**config.mk**
```make
export PLATFORM = sky130hd
export DESIGN_NAME = id_ctrl_stage_flat
export DESIGN_NICKNAME = d
export VERILOG_FILES = /design/src/rtl/id_ctrl_stage_pkg.sv /design/src/rtl/id_ctrl_stage_if.sv /design/src/rtl/id_ctrl_stage_decode.sv /design/src/rtl/id_ctrl_stage.sv /design/src/flat_wrapper.sv
export SDC_FILE = /design/constraint.sdc
export NUM_CORES = 1
export LEC_CHECK = 0
export ABC_AREA = 1
export CORE_MARGIN = 3
export CORE_UTILIZATION = 38
export CTS_CLUSTER_SIZE = 28
export DETAILED_ROUTE_END_ITERATION = 16
export PLACE_DENSITY = 0.75
export SKIP_LAST_GASP = 1
export SYNTH_ARGS = -nofsm -noshare
export SYNTH_HDL_FRONTEND = slang
export SYNTH_SLANG_ARGS = --single-unit
export TNS_END_PERCENT = 30
```
**constraint.sdc**
```tcl
create_clock -name clk -period 1.3 [get_ports clk]
set_input_delay 0.26 -clock clk [delete_from_list [all_inputs] [get_ports clk]]
set_output_delay 0.26 -clock clk [all_outputs]
set_load 0.005 [all_outputs]
```
**src/rtl/id_ctrl_stage_pkg.sv**
```systemverilog
`default_nettype none
// +----------------------------------------------------------------------------+
// | rv32_ctrl_pkg: opcodes, ALUOp classes and bundle types for the ID stage.   |
// | Revision: 1.0                                                              |
// +----------------------------------------------------------------------------+
package rv32_ctrl_pkg;

  localparam logic [6:0] C_OPC_LOAD   = 7'b0000011;
  localparam logic [6:0] C_OPC_STORE  = 7'b0100011;
  localparam logic [6:0] C_OPC_OPIMM  = 7'b0010011;
  localparam logic [6:0] C_OPC_OP     = 7'b0110011;
  localparam logic [6:0] C_OPC_BRANCH = 7'b1100011;
  localparam logic [6:0] C_OPC_LUI    = 7'b0110111;
  localparam logic [6:0] C_OPC_AUIPC  = 7'b0010111;
  localparam logic [6:0] C_OPC_JAL    = 7'b1101111;
  localparam logic [6:0] C_OPC_JALR   = 7'b1100111;

  typedef enum logic [3:0] {
    ALUOP_MEM     = 4'b0000,
    ALUOP_OPIMM   = 4'b0001,
    ALUOP_BRANCH  = 4'b0010,
    ALUOP_LUI     = 4'b0011,
    ALUOP_OP      = 4'b0100,
    ALUOP_AUIPC   = 4'b0101,
    ALUOP_JUMP    = 4'b0110,
    ALUOP_ILLEGAL = 4'b1111
  } alu_op_e;

  typedef struct packed {
    logic reg_write;
    logic mem_read;
    logic mem_write;
    logic mem_to_reg;
    logic alu_src;
    logic branch;
    logic jump;
  } ctrl_t;

  // One ID/EX pipeline entry; an all-zero entry is a bubble.
  typedef struct packed {
    logic       valid;
    alu_op_e    alu_op;
    logic [3:0] funct;
    logic [4:0] rs1;
    logic [4:0] rs2;
    logic [4:0] rd;
    ctrl_t      ctrl;
    logic       illegal;
  } idex_t;

  localparam idex_t C_IDEX_BUBBLE = '0;

endpackage
`default_nettype wire

```
**src/rtl/id_ctrl_stage_if.sv**
```systemverilog
`default_nettype none
// +----------------------------------------------------------------------------+
// | id_ctrl_stage_if: IF/ID-side inputs and ID/EX control outputs.             |
// | Revision: 1.0                                                              |
// +----------------------------------------------------------------------------+
interface id_ctrl_stage_if #(
  parameter int XLEN = 32
);
  logic            id_valid;
  logic [XLEN-1:0] id_instr;
  logic            stall_in;
  logic            flush;
  logic            hazard_stall;
  logic            ex_valid;
  logic [3:0]      ex_ALUOp;
  logic [3:0]      ex_funct;
  logic [4:0]      ex_rs1;
  logic [4:0]      ex_rs2;
  logic [4:0]      ex_rd;
  logic            ex_RegWrite;
  logic            ex_MemRead;
  logic            ex_MemWrite;
  logic            ex_MemtoReg;
  logic            ex_ALUSrc;
  logic            ex_Branch;
  logic            ex_Jump;
  logic            ex_illegal;

  modport master (
    output id_valid, id_instr, stall_in, flush,
    input  hazard_stall, ex_valid, ex_ALUOp, ex_funct, ex_rs1, ex_rs2, ex_rd,
           ex_RegWrite, ex_MemRead, ex_MemWrite, ex_MemtoReg, ex_ALUSrc,
           ex_Branch, ex_Jump, ex_illegal
  );

  modport slave (
    input  id_valid, id_instr, stall_in, flush,
    output hazard_stall, ex_valid, ex_ALUOp, ex_funct, ex_rs1, ex_rs2, ex_rd,
           ex_RegWrite, ex_MemRead, ex_MemWrite, ex_MemtoReg, ex_ALUSrc,
           ex_Branch, ex_Jump, ex_illegal
  );
endinterface
`default_nettype wire

```
**src/rtl/id_ctrl_stage_decode.sv**
```systemverilog
`default_nettype none
// +----------------------------------------------------------------------------+
// | rv_ctrl_decode: combinational opcode/funct decode to ALU class + enables.  |
// | Revision: 1.0                                                              |
// +----------------------------------------------------------------------------+
module rv_ctrl_decode
  import rv32_ctrl_pkg::*;
(
  input  logic [6:0] i_opcode,
  input  logic [2:0] i_funct3,
  input  logic       i_instr30,
  output alu_op_e    o_alu_op,
  output logic [3:0] o_funct,
  output ctrl_t      o_ctrl,
  output logic       o_illegal,
  output logic       o_uses_rs2
);

  always_comb begin
    o_alu_op   = ALUOP_MEM;
    o_funct    = 4'b0000;
    o_ctrl     = '0;
    o_illegal  = 1'b0;
    o_uses_rs2 = 1'b0;
    case (i_opcode)
      C_OPC_LOAD: begin
        o_ctrl.reg_write  = 1'b1;
        o_ctrl.mem_read   = 1'b1;
        o_ctrl.mem_to_reg = 1'b1;
        o_ctrl.alu_src    = 1'b1;
      end
      C_OPC_STORE: begin
        o_ctrl.mem_write = 1'b1;
        o_ctrl.alu_src   = 1'b1;
        o_uses_rs2       = 1'b1;
      end
      C_OPC_OPIMM: begin
        o_alu_op = ALUOP_OPIMM;
        // instr[30] is an immediate bit except for the shift-right pair
        o_funct  = {(i_funct3 == 3'b101) & i_instr30, i_funct3};
        o_ctrl.reg_write = 1'b1;
        o_ctrl.alu_src   = 1'b1;
      end
      C_OPC_OP: begin
        o_alu_op         = ALUOP_OP;
        o_funct          = {i_instr30, i_funct3};
        o_ctrl.reg_write = 1'b1;
        o_uses_rs2       = 1'b1;
      end
      C_OPC_BRANCH: begin
        o_alu_op      = ALUOP_BRANCH;
        o_funct       = {1'b0, i_funct3};
        o_ctrl.branch = 1'b1;
        o_uses_rs2    = 1'b1;
      end
      C_OPC_LUI: begin
        o_alu_op         = ALUOP_LUI;
        o_ctrl.reg_write = 1'b1;
        o_ctrl.alu_src   = 1'b1;
      end
      C_OPC_AUIPC: begin
        o_alu_op         = ALUOP_AUIPC;
        o_ctrl.reg_write = 1'b1;
        o_ctrl.alu_src   = 1'b1;
      end
      C_OPC_JAL: begin
        o_alu_op         = ALUOP_JUMP;
        o_ctrl.reg_write = 1'b1;
        o_ctrl.jump      = 1'b1;
      end
      C_OPC_JALR: begin
        o_alu_op         = ALUOP_JUMP;
        o_ctrl.reg_write = 1'b1;
        o_ctrl.jump      = 1'b1;
        o_ctrl.alu_src   = 1'b1;
      end
      default: begin
        o_alu_op  = ALUOP_ILLEGAL;
        o_illegal = 1'b1;
      end
    endcase
  end

endmodule
`default_nettype wire

```
**src/rtl/id_ctrl_stage.sv**
```systemverilog
`default_nettype none
// +----------------------------------------------------------------------------+
// | id_ctrl_stage: ID decode, load-use hazard detect and ID/EX control reg.    |
// | Revision: 1.0                                                              |
// +----------------------------------------------------------------------------+
module id_ctrl_stage
  import rv32_ctrl_pkg::*;
#(
  parameter int XLEN = 32
) (
  input  logic           clk,
  input  logic           reset,
  id_ctrl_stage_if.slave bus
);

  logic [XLEN-1:0] w_instr;
  logic [4:0]      w_rs1;
  logic [4:0]      w_rs2;
  logic [4:0]      w_rd;
  alu_op_e         w_alu_op;
  logic [3:0]      w_funct;
  ctrl_t           w_ctrl;
  logic            w_illegal;
  logic            w_uses_rs2;
  logic            w_hazard;
  logic            w_unused_bits;
  idex_t           w_idex_dec;
  idex_t           r_idex;

  assign w_instr       = bus.id_instr;
  assign w_rs1         = w_instr[19:15];
  assign w_rs2         = w_instr[24:20];
  assign w_rd          = w_instr[11:7];
  assign w_unused_bits = ^{w_instr[XLEN-1], w_instr[29:25]};

  rv_ctrl_decode u_decode (
    .i_opcode   (w_instr[6:0]),
    .i_funct3   (w_instr[14:12]),
    .i_instr30  (w_instr[30]),
    .o_alu_op   (w_alu_op),
    .o_funct    (w_funct),
    .o_ctrl     (w_ctrl),
    .o_illegal  (w_illegal),
    .o_uses_rs2 (w_uses_rs2)
  );

  // Compared against the live ID/EX entry; deliberately not gated by stall_in.
  assign w_hazard = bus.id_valid & r_idex.valid & r_idex.ctrl.mem_read &
                    (r_idex.rd != 5'd0) &
                    ((r_idex.rd == w_rs1) | ((r_idex.rd == w_rs2) & w_uses_rs2));

  always_comb begin
    w_idex_dec         = C_IDEX_BUBBLE;
    w_idex_dec.valid   = 1'b1;
    w_idex_dec.alu_op  = w_alu_op;
    w_idex_dec.funct   = w_funct;
    w_idex_dec.rs1     = w_rs1;
    w_idex_dec.rs2     = w_rs2;
    w_idex_dec.rd      = w_rd;
    w_idex_dec.ctrl    = w_ctrl;
    w_idex_dec.illegal = w_illegal;
  end

  always_ff @(posedge clk or posedge reset) begin
    if (reset) begin
      r_idex <= C_IDEX_BUBBLE;
    end else if (!bus.stall_in) begin
      if (bus.flush || w_hazard || !bus.id_valid) begin
        r_idex <= C_IDEX_BUBBLE;
      end else begin
        r_idex <= w_idex_dec;
      end
    end
  end

  assign bus.hazard_stall = w_hazard;
  assign bus.ex_valid     = r_idex.valid;
  assign bus.ex_ALUOp     = r_idex.alu_op;
  assign bus.ex_funct     = r_idex.funct;
  assign bus.ex_rs1       = r_idex.rs1;
  assign bus.ex_rs2       = r_idex.rs2;
  assign bus.ex_rd        = r_idex.rd;
  assign bus.ex_RegWrite  = r_idex.ctrl.reg_write;
  assign bus.ex_MemRead   = r_idex.ctrl.mem_read;
  assign bus.ex_MemWrite  = r_idex.ctrl.mem_write;
  assign bus.ex_MemtoReg  = r_idex.ctrl.mem_to_reg;
  assign bus.ex_ALUSrc    = r_idex.ctrl.alu_src;
  assign bus.ex_Branch    = r_idex.ctrl.branch;
  assign bus.ex_Jump      = r_idex.ctrl.jump;
  assign bus.ex_illegal   = r_idex.illegal;

endmodule
`default_nettype wire
```
**src/flat_wrapper.sv**
```systemverilog
// flat-port wrapper written by rule: the top's interface ports become plain ports
module id_ctrl_stage_flat import rv32_ctrl_pkg::*;
#(
  parameter int XLEN = 32
)
  (clk, reset, bus_id_valid, bus_id_instr, bus_stall_in, bus_flush, bus_hazard_stall, bus_ex_valid, bus_ex_ALUOp, bus_ex_funct, bus_ex_rs1, bus_ex_rs2, bus_ex_rd, bus_ex_RegWrite, bus_ex_MemRead, bus_ex_MemWrite, bus_ex_MemtoReg, bus_ex_ALUSrc, bus_ex_Branch, bus_ex_Jump, bus_ex_illegal);
  id_ctrl_stage_if #(.XLEN(XLEN)) bus_i ();
  input  logic clk;
  input  logic reset;
  input wire logic [$bits(bus_i.id_valid)-1:0] bus_id_valid;
  input wire logic [$bits(bus_i.id_instr)-1:0] bus_id_instr;
  input wire logic [$bits(bus_i.stall_in)-1:0] bus_stall_in;
  input wire logic [$bits(bus_i.flush)-1:0] bus_flush;
  output wire logic [$bits(bus_i.hazard_stall)-1:0] bus_hazard_stall;
  output wire logic [$bits(bus_i.ex_valid)-1:0] bus_ex_valid;
  output wire logic [$bits(bus_i.ex_ALUOp)-1:0] bus_ex_ALUOp;
  output wire logic [$bits(bus_i.ex_funct)-1:0] bus_ex_funct;
  output wire logic [$bits(bus_i.ex_rs1)-1:0] bus_ex_rs1;
  output wire logic [$bits(bus_i.ex_rs2)-1:0] bus_ex_rs2;
  output wire logic [$bits(bus_i.ex_rd)-1:0] bus_ex_rd;
  output wire logic [$bits(bus_i.ex_RegWrite)-1:0] bus_ex_RegWrite;
  output wire logic [$bits(bus_i.ex_MemRead)-1:0] bus_ex_MemRead;
  output wire logic [$bits(bus_i.ex_MemWrite)-1:0] bus_ex_MemWrite;
  output wire logic [$bits(bus_i.ex_MemtoReg)-1:0] bus_ex_MemtoReg;
  output wire logic [$bits(bus_i.ex_ALUSrc)-1:0] bus_ex_ALUSrc;
  output wire logic [$bits(bus_i.ex_Branch)-1:0] bus_ex_Branch;
  output wire logic [$bits(bus_i.ex_Jump)-1:0] bus_ex_Jump;
  output wire logic [$bits(bus_i.ex_illegal)-1:0] bus_ex_illegal;
  assign bus_i.id_valid = bus_id_valid;
  assign bus_i.id_instr = bus_id_instr;
  assign bus_i.stall_in = bus_stall_in;
  assign bus_i.flush = bus_flush;
  assign bus_hazard_stall = bus_i.hazard_stall;
  assign bus_ex_valid = bus_i.ex_valid;
  assign bus_ex_ALUOp = bus_i.ex_ALUOp;
  assign bus_ex_funct = bus_i.ex_funct;
  assign bus_ex_rs1 = bus_i.ex_rs1;
  assign bus_ex_rs2 = bus_i.ex_rs2;
  assign bus_ex_rd = bus_i.ex_rd;
  assign bus_ex_RegWrite = bus_i.ex_RegWrite;
  assign bus_ex_MemRead = bus_i.ex_MemRead;
  assign bus_ex_MemWrite = bus_i.ex_MemWrite;
  assign bus_ex_MemtoReg = bus_i.ex_MemtoReg;
  assign bus_ex_ALUSrc = bus_i.ex_ALUSrc;
  assign bus_ex_Branch = bus_i.ex_Branch;
  assign bus_ex_Jump = bus_i.ex_Jump;
  assign bus_ex_illegal = bus_i.ex_illegal;
  id_ctrl_stage #(.XLEN(XLEN)) u_core (.clk(clk), .reset(reset), .bus(bus_i));
endmodule
```
==> results.yml, run 1 <==
status:
  violations: "setup timing"
  status: "finished with violations"
synth:
  async_flop_share_pct: 100
  synthFlopType: "dfrtp_1"
  synth_warnings: 0
  ys_ff_latch: 31
  syn-num-nets: 256
  synth.most_common_cell: "nand2_1"
  synth_top_area_share_pct: 46.0
  avgSynthCellArea_um2: 7.70
  yosysUniqueCellTypes: 24
  netlist_instances: 219
  synth_area_um2: 1690
  synth_common_cells: "nand2_1, dfrtp_1, nand3_1, inv_1, nor2_1"
  synth_top_area_cell: "dfrtp_1"
  ys_seq_area_share_pct: 46.0
  synthTopCellsByArea: "dfrtp_1, nand2_1, nand3_1"
  synth_edf_count: 0
pwr:
  p_comb_share_pct: 20.5
  p_leak_uw: 0.00149
  p_sw_uw: 565
  clkPwrFrac_pct: 32.6
  p_seq_share_pct: 46.9
  ir_drop_mv: 0.507
  powerDensity_nw_per_um2: 814
  internal-power_uw: 1650
  p_sw_share_pct: 25.5
setup_path:
  path_cells: "clkdlybuf4s50_1, nand2_1, a21oi_2, nand3_1, nand2_2, nand2_4, inv_2, buf_2"
  worst_ep_arrival_time_ns: 1.41
  required_ns: 1.04
  path_class: "input pin to output pin"
  slowest_stage: "clkdlybuf4s50_1"
  end_kind: "output pin"
  max_stage_delay_ns: 0.53
  path_max_fanout: 3
  cp_num_buf_inv: 3
  crit_family: "buffers and inverters"
  cp-start-kind: "input pin"
finish:
  n_antenna_cell: 0
  syn_to_final_growth_pct: 61.4
  finalNonFillerCells: 363
  n_fill_cell: 365
  regArea_um2: 778
  multiInputGateArea_um2: 818
  final_area_um2: 2720
  nets: 349
  drive_above_1_share_pct: 22.7
clock_network:
  h-tree-depth: 2
  cts_inserted_buffers: 5
  clock-sinks: 31
  cts_root_buffer: "clkbuf_8"
  clock_latency_ns: 0.28
  clk_pin_slew_ns: 0.07
  ctsLongestPathBuffers: 2
  postCtsHoldBufs: 0
  cts_tree: "done"
route:
  avgRoutedWirePerCell_um: 12.5
  ant_nets: 0
  dr.pass1.iters: 4
  via_per_inst: 4.79
  drt_iter0_drc: 86
  drc: 0
  drt_wl_total_mm: 4.54
  num_vias: 1738
placed_design:
  place_ws_ns: -0.852
  gp_congestion: 0.973
  postPlaceCellArea_um2: 2540
  dp_cells: 350
  hpwl_mm: 3.28
  port_buffers: 63
floorplan:
  fp-row-count: 23
  start_util_pct: 40.7
  io_pins: 70
  die_h_um: 72.6
  dieArea_um2: 5270
  die_w_um: 72.6
  core_um2: 4140
sta:
  skew_ns: 0.00730
  max_freq_mhz: 598
  whs_ns: 0.308
  slew_headroom_pct: 77.5
  rsz0062_at_grt: "true"
  report.final.slew_viol_count: 0
  worstMarginPinSlew_ns: 0.337
  min_period_over_period_pct: 129
  hold_viol: 0
  period_needed_ns: 1.67
  setup_viol: 63
  setup_slack_ns: -0.371
grt:
  use_met3_pct: 4.82
  antenna_found_initial: 0
  grt_first_pass_wirelength_mm: 7.67
  grt_overflow: 0
  grt_pass1_vias: 1767
  busiest_layer: "met2"
  met1_usage_pct: 22.5
  grt_usage_pct: 18.5
  met2_usage_pct: 31.4
  grt_max_degree: 32
run:
  drv_cap: 0
worst_hold_path:
  hp-class: "input pin to asynchronous set/reset pin"
-- layout make-up --
type                    count  share of cell area, %
multi-input cells         160                   30.1
clock buffers               7                   2.81
inverters                  18                   2.48
flip-flops and latches     31                   28.6
repair buffers             96                   33.5
clock inverters             1                  0.184
well taps                  50                   2.30
-- tightest hold or removal path: stages --
cell	delay (ns)
clkdlybuf4s50_1	0.40
inv_1	0.09
buf_12	0.20
-- path summary, 6_finish.rpt --
path	from	end	slack, ns	cells after the start
max	bus_id_instr[5]	bus_hazard_stall	-0.37	8
min	reset	u_core.bus.ex_rs1[0]$_DFFE_PP0N_	0.31	3
max reg2reg	u_core.bus.ex_rd[0]$_DFFE_PP0N_	u_core.bus.ex_illegal$_DFFE_PP0N_	-0.31	9
min reg2reg	u_core.bus.ex_rs2[3]$_DFFE_PP0N_	u_core.bus.ex_rs2[3]$_DFFE_PP0N_	0.48	2
max in group asynchronous	reset	u_core.bus.ex_rd[0]$_DFFE_PP0N_	0.80	3
min in group clk	bus_id_instr[20]	u_core.bus.ex_rs2[0]$_DFFE_PP0N_	0.44	3
-- per-layer routing --
metal | part of all wire (%) | routed length [µm]
met2 | 48 | 2180
met5 | 0 | 0
met3 | 6.4 | 291
met4 | 1.6 | 74
met1 | 44 | 1990
-- through the flow --
stage               utilization (%)  total power, µW  TNS [ns]
finish                         65.6             2210    -10.88
floorplan                         -             1200   -0.0492
detailed placement             61.3             1480    -19.31
CTS                            65.2             2240    -12.51
global placement               61.3             1480    -18.31
global route                   65.6             2340    -16.31
-- flip-flops by register name, indices dropped and copies added (netlist names) --
name,flops
u_core.bus.ex_Jump,1
u_core.bus.ex_Branch,1
u_core.bus.ex_MemtoReg,1
u_core.bus.ex_ALUOp,4
u_core.bus.ex_valid,1
u_core.bus.ex_rs2,5
u_core.bus.ex_MemWrite,1
u_core.bus.ex_illegal,1
u_core.bus.ex_rs1,5
u_core.bus.ex_rd,5
u_core.bus.ex_ALUSrc,1
u_core.bus.ex_funct,4
u_core.bus.ex_RegWrite,1
-- what timing repair did --
item	4_1_cts	5_1_grt
buffers inserted	5	1
pin swaps	10	0
gates resized for setup	34	10
setup endpoints to repair	64	64
-- power groups by stage --
stage | Sequential [µW] | Combinational (µW) | Clock, µW
finish | 1040 | 453 | 722
global route | 1040 | 495 | 799
CTS | 1040 | 453 | 747
detailed placement | 1050 | 428 | 0
global placement | 1050 | 422 | 0
floorplan | 1060 | 138 | 0
-- logic make-up after synthesis --
family	synth area share (%)
simple gates	39.6
flops	46.0
buf+inv	7.87
xor+xnor	4.68
compound gates	1.86
-- layout by cell type (no fill, tap or decap), types with 2 or more instances in the layout --
cell / synthesis / routed
nor2_1: 14 / 12
nand3_1: 28 / 27
dfrtp_1: 31 / 29
nand2_4: 1 / 2
clkbuf_1: 5 / 2
buf_4: 1 / 25
dfrtp_2: 0 / 2
nand3_2: 8 / 9
dlygate4sd2_1: 0 / 5
inv_1: 17 / 13
nor2_2: 0 / 2
buf_6: 3 / 10
nand4_1: 2 / 2
nand2_1: 87 / 86
xor2_1: 7 / 6
clkbuf_8: 0 / 5
nand2_2: 2 / 2
inv_2: 1 / 5
clkdlybuf4s50_1: 0 / 53
No activity file was read; power rests on OpenSTA's default activity.
==> run 2, diff against run 1 <==
--- a/config.mk
+++ b/config.mk
@@ -6,13 +6,15 @@
 export NUM_CORES = 1
 export LEC_CHECK = 0
 export ABC_AREA = 1
+export CELL_PAD_IN_SITES_DETAIL_PLACEMENT = 1
+export CELL_PAD_IN_SITES_GLOBAL_PLACEMENT = 2
 export CORE_MARGIN = 3
-export CORE_UTILIZATION = 38
+export CORE_UTILIZATION = 20
 export CTS_CLUSTER_SIZE = 28
 export DETAILED_ROUTE_END_ITERATION = 16
-export PLACE_DENSITY = 0.75
+export PLACE_DENSITY_LB_ADDON = 0.1
 export SKIP_LAST_GASP = 1
 export SYNTH_ARGS = -nofsm -noshare
 export SYNTH_HDL_FRONTEND = slang
 export SYNTH_SLANG_ARGS = --single-unit
-export TNS_END_PERCENT = 30
+export TNS_END_PERCENT = 5
==> results.yml, run 2 (same netlist as run 1, synthesis figures left out) <==
grt:
  busiest_layer: "met2"
  grt_pass1_vias: 1839
  antenna_found_initial: 0
  use_met3_pct: 2.00
  grt_max_degree: 32
  met1_usage_pct: 14.7
  grt_overflow: 0
  grt_usage_pct: 12.1
  grt_first_pass_wirelength_mm: 9.18
  met2_usage_pct: 20.8
route:
  num_vias: 1704
  drt_wl_total_mm: 5.43
  drt_iter0_drc: 37
  via_per_inst: 4.13
  drc: 0
  avgRoutedWirePerCell_um: 13.2
  ant_nets: 0
  dr.pass1.iters: 4
setup_path:
  worst_ep_arrival_time_ns: 1.43
  cp-start-kind: "input pin"
  path_class: "input pin to output pin"
  cpMostUsedCell: "nand2_4"
  rr_startpoint: "u_core.bus.ex_rd[2]$_DFFE_PP0N_"
  end_kind: "output pin"
  startpoint: "bus_id_instr[3]"
  path_max_fanout: 2
  required_ns: 1.04
  rrSetupSlack_ns: -0.23
  max_stage_delay_ns: 0.43
  r2r_cells: 9
  path_cells: "clkdlybuf4s50_1, nor2_2, nand2_4, a21oi_4, nand3_2, nand2_2, nand2_4, inv_2, buf_6"
  rr_endpoint: "u_core.bus.ex_illegal$_DFFE_PP0N_"
  slowest_stage: "clkdlybuf4s50_1"
sta:
  finalSetupTns_ns: -10.82
  max_freq_mhz: 593
  report.final.slew_viol_count: 0
  whs_ns: 0.307
  rsz0062_at_grt: "true"
  period_needed_ns: 1.69
  worstMarginPinSlew_ns: 0.340
  min_period_over_period_pct: 130
  setup_viol: 64
  slew_headroom_pct: 77.3
  setup_slack_ns: -0.386
  skew_ns: 0.00637
  hold_viol: 0
finish:
  drive_above_1_share_pct: 23.8
  n_antenna_cell: 0
  syn_to_final_growth_pct: 65.5
  layout_common_cells: "nand2_1, clkdlybuf4s50_1, buf_4"
  n_fill_cell: 966
  nets: 349
  layout_commonest_cell: "nand2_1"
floorplan:
  io_pins: 70
  start_util_pct: 21.2
  dieArea_um2: 9560
  core_um2: 7970
  fp-row-count: 32
  die_w_um: 97.8
  die_h_um: 97.8
clock_network:
  cts_tree: "done"
  cts_root_buffer: "clkbuf_8"
  ctsLongestPathBuffers: 2
  clock_latency_ns: 0.28
  cts_inserted_buffers: 5
  postCtsHoldBufs: 0
  clk_pin_slew_ns: 0.06
  h-tree-depth: 2
  clock-sinks: 31
placed_design:
  gp_congestion: 0.714
  port_buffers: 63
  hpwl_mm: 4.12
worst_hold_path:
  hold_depth: 3
  whs_endpoint: "u_core.bus.ex_rs2[0]$_DFFE_PP0N_"
  hp-class: "input pin to register"
  hp-start: "bus_id_instr[20]"
run:
  drv_cap: 0
pwr:
  powerDensity_nw_per_um2: 784
  ir_drop_mv: 0.279
  p_leak_uw: 0.00148
status:
  status: "finished with violations"
  violations: "setup timing"
[run 2: changes by cell type in the layout (fill, tap and decap cells not counted), sizes merged]
cell / previous run / this run
clkdlybuf4s50: 53 / 56
clkbuf: 7 / 6
dlygate4sd2: 5 / 3
clkinv: 1 / 0
buf: 37 / 34
dlymetal6s2s: 1 / 3
[run 2: how the worst max path moves through the flow]
stage / endpoint / depth (start not counted)
global route: bus_hazard_stall / 7
finish: bus_hazard_stall / 9
detailed placement: bus_hazard_stall / 10
floorplan: bus_hazard_stall / 10
CTS: bus_hazard_stall / 8
global placement: bus_hazard_stall / 10
[run 2: area by class of cell]
class | instances | area (µm²) | area share (%)
Timing Repair Buffer | 96 | 900 | 32.3
Multi-Input combinational cell | 160 | 841 | 30.1
Inverter | 18 | 67.6 | 2.42
Sequential cell | 31 | 781 | 28.0
Clock buffer | 6 | 72.6 | 2.60
Tap cell | 102 | 128 | 4.58
[run 2: what timing repair did]
action,CTS,global route
buffers inserted,0,4
pin swaps,6,11
setup endpoints to repair,64,64
resized for setup,11,23
[run 2: worst max-delay path: cells and delay by family]
kind	cells	cell delay, ns
compound gates	1	0.13
buf+inv	3	0.58
simple gates	5	0.46
[run 2: layer usage]
metal / wire (µm) / share of wire (%)
met5: 0 / 0
met4: 64 / 1.2
met3: 201 / 3.7
met2: 2770 / 51
met1: 2400 / 44
[run 2: power by group]
part	leakage (µW)	switching (µW)	internal, µW
Combinational	0.00103	192	259
Clock	0.0000371	341	356
Sequential	0.000414	31.1	1010
Total	0.00148	564	1620
[run 2: stage by stage]
step,power (µW),worst slack [ns],area (µm²),instances,util [%]
2_1_floorplan,1200,-0.0492,1690,219,-
3_3_place_gp,1500,-0.867,2610,403,32.8
3_5_place_dp,1500,-0.905,2610,403,32.8
4_1_cts,2220,-0.478,2680,409,33.7
5_1_grt,2330,-0.462,2790,413,35.0
6_report,2190,-0.386,2790,413,35.0
